### config.mk
export PLATFORM = sky130hd
export DESIGN_NAME = lw_sha_axi4_dma_master
export DESIGN_NICKNAME = d
export VERILOG_FILES = /design/src/rtl/lw_sha_axi4_dma_master.sv
export SDC_FILE = /design/constraint.sdc
export NUM_CORES = 1
export LEC_CHECK = 0
export ABC_CLOCK_PERIOD_IN_PS = 3360
export BUFFER_PORTS_ARGS = -buffer_cell sky130_fd_sc_hd__buf_2
export CORE_MARGIN = 2
export CORE_UTILIZATION = 35
export CTS_CLUSTER_SIZE = 28
export DETAILED_ROUTE_END_ITERATION = 12
export SLEW_MARGIN = 40
export SYNTH_ARGS = -nofsm -noshare
export SYNTH_HDL_FRONTEND = slang
export SYNTH_SLANG_ARGS = --single-unit
### constraint.sdc
create_clock -name aclk -period 3.36 [get_ports aclk]
set_input_delay 0.672 -clock aclk [delete_from_list [all_inputs] [get_ports aclk]]
set_output_delay 0.672 -clock aclk [all_outputs]
set_load 0.005 [all_outputs]
### src/rtl/lw_sha_axi4_dma_master.sv
`timescale 1ns/1ps
// AXI4 master feeding the SHA accelerator: fixed-address write bursts of message words, then an optional incrementing digest read.
// Latency: AW/AR valid one cycle after the pacing request is seen; W and R beats pass through combinationally.
// Backpressure: s_ready mirrors wready inside a write burst, rready mirrors m_ready during the digest read.
module lw_sha_axi4_dma_master #(
   parameter int          DATA_WIDTH = 32,
   parameter logic [11:0] DIN_ADDR   = 12'h020,
   parameter logic [11:0] HASH_ADDR  = 12'h040,
   parameter int          MAX_BURST  = 16,
   parameter int          HASH_WORDS = 8
) (
   input  logic                  aclk,
   input  logic                  aresetn,
   input  logic                  cmd_valid,
   output logic                  cmd_ready,
   input  logic [15:0]           cmd_len,
   input  logic                  cmd_rd_hash,
   input  logic [DATA_WIDTH-1:0] s_data,
   input  logic                  s_valid,
   output logic                  s_ready,
   output logic [DATA_WIDTH-1:0] m_data,
   output logic                  m_valid,
   output logic                  m_last,
   input  logic                  m_ready,
   input  logic                  dma_wr_req_i,
   input  logic                  dma_rd_req_i,
   output logic                  busy_o,
   output logic                  done_o,
   output logic                  err_o,
   output logic [11:0]           awaddr,
   output logic [7:0]            awlen,
   output logic [2:0]            awsize,
   output logic [1:0]            awburst,
   output logic [3:0]            awid,
   output logic                  awvalid,
   input  logic                  awready,
   output logic [DATA_WIDTH-1:0] wdata,
   output logic                  wlast,
   output logic                  wvalid,
   input  logic                  wready,
   input  logic [1:0]            bresp,
   input  logic                  bvalid,
   output logic                  bready,
   output logic [11:0]           araddr,
   output logic [7:0]            arlen,
   output logic [2:0]            arsize,
   output logic [1:0]            arburst,
   output logic                  arvalid,
   input  logic                  arready,
   input  logic [DATA_WIDTH-1:0] rdata,
   input  logic [1:0]            rresp,
   input  logic                  rlast,
   input  logic                  rvalid,
   output logic                  rready
);

   typedef struct packed {
      logic [11:0] addr;
      logic [7:0]  len;
      logic [2:0]  size;
      logic [1:0]  burst;
   } ax_t;

   typedef enum logic [3:0] {
      S_IDLE,
      S_WR_REQ,
      S_WR_ADDR,
      S_WR_DATA,
      S_WR_RESP,
      S_RD_REQ,
      S_RD_ADDR,
      S_RD_DATA,
      S_DONE
   } state_t;

   localparam logic [2:0]  AXSIZE      = 3'($clog2(DATA_WIDTH / 8));
   localparam logic [15:0] MAX_BURST_W = 16'(MAX_BURST);
   localparam logic [7:0]  HASH_LEN    = 8'(HASH_WORDS - 1);
   localparam logic [1:0]  BURST_FIXED = 2'b00;
   localparam logic [1:0]  BURST_INCR  = 2'b01;

   state_t      state;
   state_t      state_nxt;
   logic [15:0] remaining;
   logic        rd_hash;
   logic [8:0]  blen;
   logic [8:0]  blen_nxt;
   logic [8:0]  beat_cnt;
   ax_t         aw_q;
   ax_t         ar_q;
   logic        awvalid_q;
   logic        arvalid_q;
   logic        err_q;
   logic        done_q;
   logic        rst_done;

   // Last burst of a command is short when fewer than MAX_BURST words remain.
   assign blen_nxt = (remaining > MAX_BURST_W) ? 9'(MAX_BURST) : remaining[8:0];

   always_ff @(posedge aclk or negedge aresetn) begin
      if (!aresetn) begin
         state <= S_IDLE;
      end else begin
         state <= state_nxt;
      end
   end

   always_comb begin
      state_nxt = state;
      cmd_ready = 1'b0;
      s_ready   = 1'b0;
      wvalid    = 1'b0;
      wlast     = 1'b0;
      bready    = 1'b0;
      m_valid   = 1'b0;
      m_last    = 1'b0;
      rready    = 1'b0;
      case (state)
         S_IDLE: begin
            cmd_ready = rst_done;
            if (cmd_valid && rst_done) begin
               if (cmd_len != 16'd0) begin
                  state_nxt = S_WR_REQ;
               end else if (cmd_rd_hash) begin
                  state_nxt = S_RD_REQ;
               end else begin
                  state_nxt = S_DONE;
               end
            end
         end
         S_WR_REQ: begin
            if (dma_wr_req_i) begin
               state_nxt = S_WR_ADDR;
            end
         end
         S_WR_ADDR: begin
            if (awready) begin
               state_nxt = S_WR_DATA;
            end
         end
         S_WR_DATA: begin
            wvalid  = s_valid;
            s_ready = wready;
            wlast   = (beat_cnt == (blen - 9'd1));
            if (s_valid && wready && wlast) begin
               state_nxt = S_WR_RESP;
            end
         end
         S_WR_RESP: begin
            bready = 1'b1;
            if (bvalid) begin
               if (bresp != 2'b00) begin
                  state_nxt = S_DONE;
               end else if (remaining != {7'd0, blen}) begin
                  state_nxt = S_WR_REQ;
               end else if (rd_hash) begin
                  state_nxt = S_RD_REQ;
               end else begin
                  state_nxt = S_DONE;
               end
            end
         end
         S_RD_REQ: begin
            if (dma_rd_req_i) begin
               state_nxt = S_RD_ADDR;
            end
         end
         S_RD_ADDR: begin
            if (arready) begin
               state_nxt = S_RD_DATA;
            end
         end
         S_RD_DATA: begin
            m_valid = rvalid;
            m_last  = rlast;
            rready  = m_ready;
            if (rvalid && m_ready && rlast) begin
               state_nxt = S_DONE;
            end
         end
         S_DONE: begin
            state_nxt = S_IDLE;
         end
         default: begin
            state_nxt = S_IDLE;
         end
      endcase
   end

   always_ff @(posedge aclk or negedge aresetn) begin
      if (!aresetn) begin
         remaining <= 16'd0;
         rd_hash   <= 1'b0;
         blen      <= 9'd0;
         beat_cnt  <= 9'd0;
         aw_q      <= '0;
         ar_q      <= '0;
         awvalid_q <= 1'b0;
         arvalid_q <= 1'b0;
         err_q     <= 1'b0;
         done_q    <= 1'b0;
         rst_done  <= 1'b0;
      end else begin
         rst_done <= 1'b1;
         done_q   <= (state == S_DONE);
         case (state)
            S_IDLE: begin
               if (cmd_valid && rst_done) begin
                  remaining <= cmd_len;
                  rd_hash   <= cmd_rd_hash;
                  err_q     <= 1'b0;
               end
            end
            S_WR_REQ: begin
               if (dma_wr_req_i) begin
                  blen      <= blen_nxt;
                  beat_cnt  <= 9'd0;
                  awvalid_q <= 1'b1;
                  aw_q      <= '{addr: DIN_ADDR, len: 8'(blen_nxt - 9'd1),
                                 size: AXSIZE, burst: BURST_FIXED};
               end
            end
            S_WR_ADDR: begin
               if (awready) begin
                  awvalid_q <= 1'b0;
               end
            end
            S_WR_DATA: begin
               if (s_valid && wready) begin
                  beat_cnt <= beat_cnt + 9'd1;
               end
            end
            S_WR_RESP: begin
               if (bvalid) begin
                  if (bresp != 2'b00) begin
                     err_q <= 1'b1;
                  end else begin
                     remaining <= remaining - {7'd0, blen};
                  end
               end
            end
            S_RD_REQ: begin
               if (dma_rd_req_i) begin
                  arvalid_q <= 1'b1;
                  ar_q      <= '{addr: HASH_ADDR, len: HASH_LEN,
                                 size: AXSIZE, burst: BURST_INCR};
               end
            end
            S_RD_ADDR: begin
               if (arready) begin
                  arvalid_q <= 1'b0;
               end
            end
            S_RD_DATA: begin
               // A bad beat is flagged but the burst is drained to keep the slave in step.
               if (rvalid && m_ready && (rresp != 2'b00)) begin
                  err_q <= 1'b1;
               end
            end
            default: begin
            end
         endcase
      end
   end

   assign awvalid = awvalid_q;
   assign awaddr  = aw_q.addr;
   assign awlen   = aw_q.len;
   assign awsize  = aw_q.size;
   assign awburst = aw_q.burst;
   assign awid    = 4'd0;

   assign arvalid = arvalid_q;
   assign araddr  = ar_q.addr;
   assign arlen   = ar_q.len;
   assign arsize  = ar_q.size;
   assign arburst = ar_q.burst;

   assign wdata  = s_data;
   assign m_data = rdata;

   assign busy_o = (state != S_IDLE);
   assign done_o = done_q;
   assign err_o  = err_q;

endmodule

==> metrics.csv, run 1 <==
stage,metric,value,unit
run_status,status,completed,
synth,synth_area_leaders,"dfrtp_1 31%, buf_4 19%, nand2_1 3.8%, o21ai_0 3.7%, ha_1 3.4%",
place,globalplace.congestion,0.8821,
critical_path,end_kind,primary output,
timing,grt_setup_unrepaired,false,
finish,multi_input_area,2202,sq um
synth,ys_types,65,
synth,synth_top_area_share,30.84,%
power,ir_drop,377.8,uV
synth,yosysWarnings,0,
critical_path,critPathKind,reg -> out,
die,io_pins,229,
clock_network,cts_buffers,5,
timing,drv_slew,0,
drt,avgViaCountPerCell,5.062,
synth,synth-xor-area-share,4.997,%
power,p_clk_share,16.2,%
finish,syn_to_final_growth,-0.08563,%
drt,first_pass_iters,4,
grt,antenna_found_initial,0,
clock_network,cts_setup_buffers,0,
synth,synthSimpleGateAreaFrac,20.85,%
synth,synthTopCellsByCount,"108 x buf_4, 54 x dfrtp_1, 44 x nand2_1",
timing,clock.fmax,0.3152,GHz
clock_network,ctsResizeCount,0,
die,row_count,40,
clock_network,clock-sinks,54,
die,die_y,115.9,um
power,switching_share,42.89,%
drt,wl,9772,um
power,pwr_density_cell,856.6,nW/um^2
grt,grt-ovfl-total,0,
worst_hold_path,hold_class,in -> async,
clock_network,h-tree-depth,2,
place,port_buffers,62,
synth,synth_top_family_by_area,buffers and inverters,
place,hpwl,7464,um
finish,final_layout_size_suffix_gt1_share,17.42,%
finish,n_fill_cell,1279,
power,p_int,2.142,mW
critical_path,worstPathArrival,2.50,ns
drt,post_drt_wl_per_cell,14.39,um
critical_path,start_kind,flip-flop,
grt,grt_usage,14.76,%
drt,vias,3437,
die,start_util,36.18,%
timing,tightest_slew,0.7419,ns
drt,dr.first_iter.drc_count,184,
clock_network,cts-root-buf,clkbuf_16,
timing,fin_crit_sh,94.42,%
synth,synth_area,4382,sq um
drt,drc,0,
grt,grt_pass1_vias,3299,
timing,clock_skew,0.004032,ns
power,sequentialPowerShare,30.9,%
synth,synthCells,525,
synth,synthAdderAreaFrac,3.883,%
power,p_leak,1.970,nW
timing,max_slew_margin,49.26,%
finish,final_nets,622,
critical_path,worst-r2r-setup-slack,0.66,ns
synth,syn_area_per_cell,8.346,sq um
grt,grt_pass1_wl,16220,um
clock_network,postCtsHoldBufs,0,
synth,synth.area.mux_share,0.8281,%
synth,async_flop_share,100.0,%
clock_network,clk_pin_slew_worst_paths,0.07,ns
clock_network,clockBufferDepth,2,
flow_run,drv_cap,0,
finish,regArea,1351,sq um
synth,yosysMostFrequentCell,buf_4,
synth,ys_ff_latch,54,
synth,synth-compound-area-share,16.36,%
timing,hold_viol,0,
clock_network,cts_tree,yes,
grt,grt_max_degree,55,
critical_path,cp_max_fo,6,
drt,ant_nets,0,
timing,tns,0,ns
timing,setup_viol,0,
die,die_w,115.9,um
synth,ys.flop_type,dfrtp_1,
power,pwr-share-comb,52.9,%
finish,n_antenna_cell,0,
power,p_sw,1.608,mW
critical_path,worstPathRequired,2.69,ns
die,die_area,13430,sq um
synth,ys_seq_area_share,30.84,%
die,core,12110,sq um
synth,yosys.area.top_type,dfrtp_1,
timing,finalCriticalPeriod,3.172,ns
synth,synth-edff-count,0,
power,power,3.750,mW
clock_network,insertion_delay,0.29,ns
## power by group through the flow
stage               clock, mW  sequential, mW  combinational (mW)
floorplan                   0            1.07                1.67
global placement            0            1.16                1.94
detailed placement          0            1.17                1.98
CTS                     0.620            1.16                1.99
global route            0.651            1.20                2.24
finish                  0.606            1.16                1.98
## flip-flops by register name (all words and copies together) (netlist names)
signal	cells
arburst	1
arvalid	1
awaddr	1
awlen	8
awvalid	1
beat_cnt	9
blen	9
done_o	1
err_o	1
rd_hash	1
remaining	16
rst_done	1
state	4
## metal layers
| metal | part of all wire (%) | routed length, um | vias up | GRT usage, % |
|---|---|---|---|---|
| li1 | - | - | 1662 | - |
| met1 | 47 | 4544 | 1636 | 20.00 |
| met2 | 48 | 4674 | 121 | 24.56 |
| met3 | 4.8 | 465 | 18 | 3.033 |
| met4 | 0.89 | 87 | 0 | 2.937 |
| met5 | 0 | 0 | - | 0 |
## final cells by class
cell class,count,area share (%)
Inverter,19,1.629
Clock inverter,1,0.6859
Timing Repair Buffer,70,8.545
Multi-Input combinational cell,361,50.30
Clock buffer,6,3.172
Sequential cell,54,30.87
Tap cell,168,4.801
## final timing paths
path,from,endpoint,cells past startpoint
min in group aclk,awlen[5],awlen[5],1
max in group asynchronous,aresetn,awvalid,2
max,blen[1],wlast,9
min reg2reg,awlen[5],awlen[5],1
max reg2reg,blen[5],remaining[15],8
min,aresetn,awlen[4],2
## worst max-delay path, cell delays in order, from the launching register on
cell	delay, ns
dfrtp_1	0.46
inv_1	0.10
ha_1	0.23
nor3b_1	0.16
buf_4	0.17
a2111oi_4	0.29
o32ai_1	0.16
a221oi_2	0.25
and4_1	0.27
buf_2	0.13
## placed cells by master, fill, tap and decap left out, drive strengths merged, types with 3 or more instances in the layout
cell type and instances:
nor3b 5, o21ai 32, and3 11, a2bb2oi 3, a21o 8, buf 70
or3 8, nand4 5, nor2 32, o211ai 4, clkbuf 6, o21a 4
inv 18, a21oi 24, conb 39, nand3b 3, xnor2 16, o22ai 3
ha 12, nor2b 4, nand2b 4, a31oi 7, a211oi 4, dfrtp 54
nand3 14, nand2 44, xor2 9, nor3 11, and2 6, nor4 13
## through the flow
stage,instance area [sq um],cells,worst slack (ns),hold WS (ns),util [%]
6_report,4378,679,0.1876,0.4468,36.15
5_1_grt,4378,679,0.06783,0.5023,36.15
4_1_cts,4374,679,0.2209,0.4789,36.12
3_5_place_dp,4205,672,0.5356,0.4624,34.72
3_3_place_gp,4205,672,0.6284,0.4613,34.72
2_1_floorplan,4521,562,0.6807,0.3764,-
## cell families after synthesis
group / count (synthesis)
AOI/OAI and AO/OA: 109
muxes: 3
adders and majority gates: 13
xor gates and xnor gates: 25
other: 2
buffers and inverters: 147
and+or+nand+nor: 172
DFF: 54
Power figures use the tool's default switching activity.
==> run 2: changes to the inputs <==
Settings changed: CORE_UTILIZATION 35 to 46, PLACE_DENSITY set to 0.81.
==> metrics.csv, run 2 (same netlist as run 1, synthesis figures left out) <==
stage,metric,value,unit,change
drt,drc,0,,unchanged
clock_network,insertion_delay,0.32,ns,+0.03 ns
timing,setup_viol,0,,unchanged
place,port_buffers,62,,unchanged
clock_network,cts-root-buf,clkbuf_8,,
finish,syn_to_final_growth,-3.312,%,
grt,grt-ovfl-total,0,,unchanged
clock_network,clk_pin_slew_worst_paths,0.11,ns,+0.04 ns
critical_path,worstPathArrival,2.44,ns,-0.06 ns
finish,final_layout_size_suffix_gt1_share,17.25,%,-0.16 points
finish,top_register,remaining,,
critical_path,cp_max_fo,6,,unchanged
finish,mostFrequentLayoutCells,"62 x buf_2, 54 x dfrtp_1, 44 x nand2_1",,
drt,avgViaCountPerCell,5.352,,+5.7%
drt,ant_nets,0,,unchanged
timing,tns,0,ns,unchanged
die,row_count,35,,-13%
drt,vias,3420,,-0.49%
grt,grt_max_degree,32,,-42%
critical_path,crit_family,simple AND/OR/NAND/NOR gates,,
grt,grt_pass1_wl,15460,um,-4.7%
power,p_leak,1.923,nW,-2.4%
finish,n_fill_cell,926,,-28%
critical_path,cp_num_buf_inv,1,,-2
timing,clock_skew,0.01063,ns,+0.006599 ns
drt,dr.first_iter.drc_count,133,,-28%
critical_path,crit_slowest_cell,or4_4,,
timing,grt_setup_unrepaired,false,,
drt,wl,9482,um,-3.0%
worst_hold_path,hold_class,in -> async,,
critical_path,start_kind,flip-flop,,
run_status,status,completed,,
timing,drv_slew,0,,unchanged
die,io_pins,229,,unchanged
finish,stdcell_count,639,,-5.9%
critical_path,critPathKind,reg -> out,,
grt,grt_usage,18.34,%,+3.6 points
power,pwr_density_cell,834.9,nW/um^2,-2.5%
power,power,3.537,mW,-5.7%
grt,grt_pass1_vias,3241,,-1.8%
critical_path,rr_worst_depth,6,,-2
place,place_area,4141,sq um,-1.5%
timing,tightest_slew,0.7772,ns,+0.03528 ns
critical_path,rr_startpoint,state[2],,
finish,n_antenna_cell,0,,unchanged
die,start_util,47.42,%,+11 points
timing,fin_crit_sh,92.51,%,-1.9 points
place,globalplace.congestion,0.9143,,+3.7%
flow_run,drv_cap,0,,unchanged
finish,largest_register_ffs,16,,unchanged
timing,max_slew_margin,48.15,%,-1.1 points
die,core,9240,sq um,-24%
power,ir_drop,336.8,uV,-11%
clock_network,postCtsHoldBufs,0,,unchanged
timing,finalCriticalPeriod,3.108,ns,-0.06397 ns
timing,holdWs,0.3330,ns,-0.1138 ns
finish,final_common_cell,buf_2,,
clock_network,cts_setup_buffers,0,,unchanged
critical_path,worstPathRequired,2.69,ns,about the same
drt,post_drt_wl_per_cell,14.84,um,+3.1%
clock_network,h-tree-depth,2,,unchanged
grt,antenna_found_initial,0,,unchanged
clock_network,clockBufferDepth,2,,unchanged
clock_network,cts_buffers,5,,unchanged
place,hpwl,7254,um,-2.8%
clock_network,clock-sinks,54,,unchanged
critical_path,slowest_delay,0.60,ns,+0.14 ns
critical_path,r2r_end,remaining[15],,
finish,largestRegisters,"remaining x16, beat_cnt x9, blen x9",,
drt,first_pass_iters,4,,unchanged
clock_network,cts_tree,yes,,
timing,hold_viol,0,,unchanged
die,die_y,101.6,um,-12%
critical_path,worst-r2r-setup-slack,0.50,ns,-0.16 ns
clock_network,ctsResizeCount,0,,unchanged
critical_path,end_kind,primary output,,
place,dp_cells,631,,-6.1%
finish,fin_area,4237,sq um,-3.2%
die,die_area,10320,sq um,-23%
finish,final_nets,620,,-0.32%
die,die_w,101.6,um,-12%
timing,clock.fmax,0.3217,GHz,+2.1%
critical_path,path_cells,or4_4 > a2111oi_4 > o32ai_1 > a221oi_2 > and4_1 > buf_2,,
run 2: cell count changes in the layout (fill, tap and decap cells not counted), sizes merged:
| cell | change |
|---|---|
| buf | -2 |
| bufinv | -1 |
| clkinv | +1 |
| clkinvlp | +1 |
run 2: final cells by class:
cell class | count | area, sq um | area share, %
sequential | 54 | 1351 | 31.90
clock buffer | 6 | 82.58 | 1.949
clock inverter | 2 | 12.51 | 0.2953
inverter | 19 | 71.32 | 1.683
timing repair buffer | 68 | 355.3 | 8.387
tap | 129 | 161.4 | 3.810
multi-input combinational | 361 | 2202 | 51.98
run 2: worst register-to-register path, stage by stage, from the launching register on:
cell and delay, ns:
dfrtp_1 0.56, or4b_4 0.65, or3_4 0.40, a21o_1 0.40, or3_1 0.38, or3_1 0.31, nand3_1 0.09
run 2: power breakdown:
group	switching [mW]	internal [mW]
Sequential	0.285	0.876
Combinational	1.09	0.891
Clock	0.227	0.166
Total	1.60	1.93
run 2: stage by stage:
stage	setup slack (ns)	util (%)
after detailed placement	0.5339	44.82
final	0.2515	45.85
after floorplan	0.6807	-
after global placement	0.6320	44.82
after global routing	0.04727	45.85
after CTS	0.2366	45.85
run 2: worst max-delay path by stage:
stage                         from             to  slack [ns]  cells past startpoint
after floorplan            blen[1]          wlast        0.68                      7
after global placement    state[2]  remaining[15]        0.63                      6
after detailed placement  state[2]  remaining[15]        0.53                      6
after CTS                  blen[1]          wlast        0.24                      9
after global routing       blen[1]          wlast        0.05                      9
final                      blen[3]          wlast        0.25                      6
run 2: layer usage:
layer	track usage, %	share of wire (%)	vias to the layer above
li1	-	-	1655
met1	23.43	45	1633
met2	31.07	48	118
met3	4.555	5.8	14
met4	4.678	1.4	0
met5	0	0	-
==> run 3: changes to the inputs <==
--- a/config.mk
+++ b/config.mk
@@ -6,5 +6,5 @@
 export NUM_CORES = 1
 export LEC_CHECK = 0
-export ABC_CLOCK_PERIOD_IN_PS = 3360
+export ABC_CLOCK_PERIOD_IN_PS = 3400
 export BUFFER_PORTS_ARGS = -buffer_cell sky130_fd_sc_hd__buf_2
 export CORE_MARGIN = 2
==> constraint.sdc (replaced) <==
create_clock -name aclk -period 3.4 [get_ports aclk]
set_input_delay 0.34 -clock aclk [delete_from_list [all_inputs] [get_ports aclk]]
set_output_delay 0.34 -clock aclk [all_outputs]
set_load 0.005 [all_outputs]
==> metrics.csv, run 3 (same netlist as run 1, synthesis figures left out) <==
stage,metric,value,unit,change
power,pwr_density_cell,848.0,nW/um^2,+1.6%
drt,avgViaCountPerCell,5.447,,+1.8%
critical_path,worstPathArrival,2.48,ns,+0.04 ns
drt,drc,0,,unchanged
place,globalplace.congestion,0.9412,,+2.9%
die,io_pins,229,,unchanged
finish,largestRegisters,"remaining x16, beat_cnt x9, blen x9",,
drt,route.top_layer_used,met4,,
timing,finalCriticalPeriod,2.821,ns,
place,hpwl,7440,um,+2.6%
drt,first_pass_iters,5,,+1
power,p_int,2.063,mW,+6.7%
timing,tightest_slew,0.6962,ns,-0.08100 ns
power,pwr-share-comb,54.0,%,-2.1 points
drt,post_drt_wl_per_cell,14.87,um,+0.22%
die,row_count,35,,unchanged
power,p_clk_share,14.5,%,+3.4 points
die,die_w,101.6,um,unchanged
clock_network,cts_tree,yes,,
drt,vias,3486,,+1.9%
clock_network,cts-root-buf,clkbuf_8,,
finish,mostFrequentLayoutCells,"62 x buf_2, 54 x dfrtp_1, 44 x nand2_1",,
die,die_area,10320,sq um,unchanged
critical_path,start_kind,flip-flop,,
die,die_y,101.6,um,unchanged
timing,max_slew_margin,53.16,%,+5.0 points
timing,fin_crit_sh,82.99,%,
timing,hold_viol,0,,unchanged
power,ir_drop,423.6,uV,+26%
critical_path,worst-r2r-setup-slack,0.81,ns,+0.31 ns
clock_network,clock-sinks,54,,unchanged
finish,top_register,remaining,,
finish,stdcell_count,640,,+0.16%
grt,grt_pass1_vias,3402,,+5.0%
power,sequentialPowerShare,31.4,%,-1.4 points
worst_hold_path,hold_class,in -> async,,
power,power,3.640,mW,+2.9%
die,core,9240,sq um,unchanged
timing,clock_skew,0.01375,ns,+0.003120 ns
die,start_util,47.42,%,unchanged
finish,largest_register_ffs,16,,unchanged
drt,wl_met1,3997,um,-5.4%
drt,wl_met2,4601,um,+0.72%
grt,grt_usage,18.73,%,+0.39 points
flow_run,drv_cap,0,,unchanged
finish,syn_to_final_growth,-2.027,%,
power,switching_share,43.34,%,-2.0 points
critical_path,worstPathRequired,3.06,ns,+0.37 ns
clock_network,postCtsHoldBufs,0,,unchanged
finish,final_common_cell,buf_2,,
finish,final_layout_size_suffix_gt1_share,17.61,%,+0.36 points
clock_network,cts_setup_buffers,0,,unchanged
run_status,status,completed,,
power,p_leak,1.951,nW,+1.4%
timing,setup_viol,0,,unchanged
critical_path,critPathKind,reg -> out,,
power,p_sw,1.578,mW,-1.7%
grt,grt-ovfl-total,0,,unchanged
drt,wl,9518,um,+0.38%
critical_path,cp_max_fo,6,,unchanged
drt,ant_nets,0,,unchanged
timing,drv_slew,0,,unchanged
grt,grt_pass1_wl,15660,um,+1.3%
drt,dr.first_iter.drc_count,147,,+11%
place,dp_cells,632,,+0.16%
timing,fin_ws,0.5785,ns,+0.3270 ns
finish,n_antenna_cell,0,,unchanged
clock_network,cts_buffers,5,,unchanged
grt,antenna_found_initial,0,,unchanged
critical_path,end_kind,primary output,,
timing,clock.fmax,0.3544,GHz,
clock_network,clockBufferDepth,2,,unchanged
timing,grt_setup_unrepaired,false,,
finish,final_nets,621,,+0.16%
drt,met3_length,660,um,+19%
place,post-place-ws,0.8293,ns,+0.2953 ns
grt,grt_max_degree,29,,-9.4%
place,port_buffers,62,,unchanged
clock_network,ctsResizeCount,0,,unchanged
clock_network,insertion_delay,0.31,ns,about the same
timing,tns,0,ns,unchanged
clock_network,clk_pin_slew_worst_paths,0.10,ns,about the same
clock_network,h-tree-depth,2,,unchanged
==> run 3: final cells by class <==
type / count / area [sq um]
timing repair buffer: 69 / 362.8
inverter: 19 / 71.32
fill: 878 / 4947
multi-input combinational: 361 / 2203
clock buffer: 6 / 82.58
sequential: 54 / 1351
tap: 129 / 161.4
clock inverter: 2 / 60.06
==> run 3: worst paths after layout <==
| kind | from | endpoint | cells after the start |
|---|---|---|---|
| worst max-delay path | blen[0] | wlast | 9 |
| worst min-delay path | aresetn | remaining[7] | 1 |
| worst max register to register | state[0] | remaining[15] | 7 |
| min in group aclk | cmd_len[3] | remaining[3] | 3 |
| max in group asynchronous | aresetn | blen[0] | 2 |
| worst min register to register | awlen[2] | awlen[2] | 2 |
==> run 3: per-stage QoR <==
stage | hold slack [ns] | instance area (sq um) | utilization (%)
after global routing | 0.09195 | 4293 | 46.46
after detailed placement | 0.3921 | 4149 | 44.90
after global placement | 0.3909 | 4149 | 44.90
after CTS | 0.05555 | 4292 | 46.45
after floorplan | 0.04441 | 4521 | -
final | 0.04386 | 4293 | 46.46
==> run 3: routing by layer <==
metal,up-vias,track usage [%]
met3,27,4.279
met1,1626,23.15
met2,175,31.63
met5,-,0
li1,1658,-
met4,0,7.484
==> run 3: power by group through the flow <==
stage	Combinational [mW]	Clock [mW]	Sequential [mW]
5_1_grt	2.21	0.563	1.19
6_report	1.97	0.530	1.14
4_1_cts	1.96	0.537	1.14
2_1_floorplan	1.65	0	1.06
3_5_place_dp	1.95	0	1.15
3_3_place_gp	1.88	0	1.13
==> run 3: worst max-delay path, stage by stage (launching register included) <==
cell	delay, ns
dfrtp_1	0.48
inv_1	0.10
ha_1	0.25
nor3b_1	0.15
buf_4	0.17
a2111oi_4	0.28
o32ai_1	0.15
a221oi_2	0.26
and4_1	0.22
buf_2	0.13
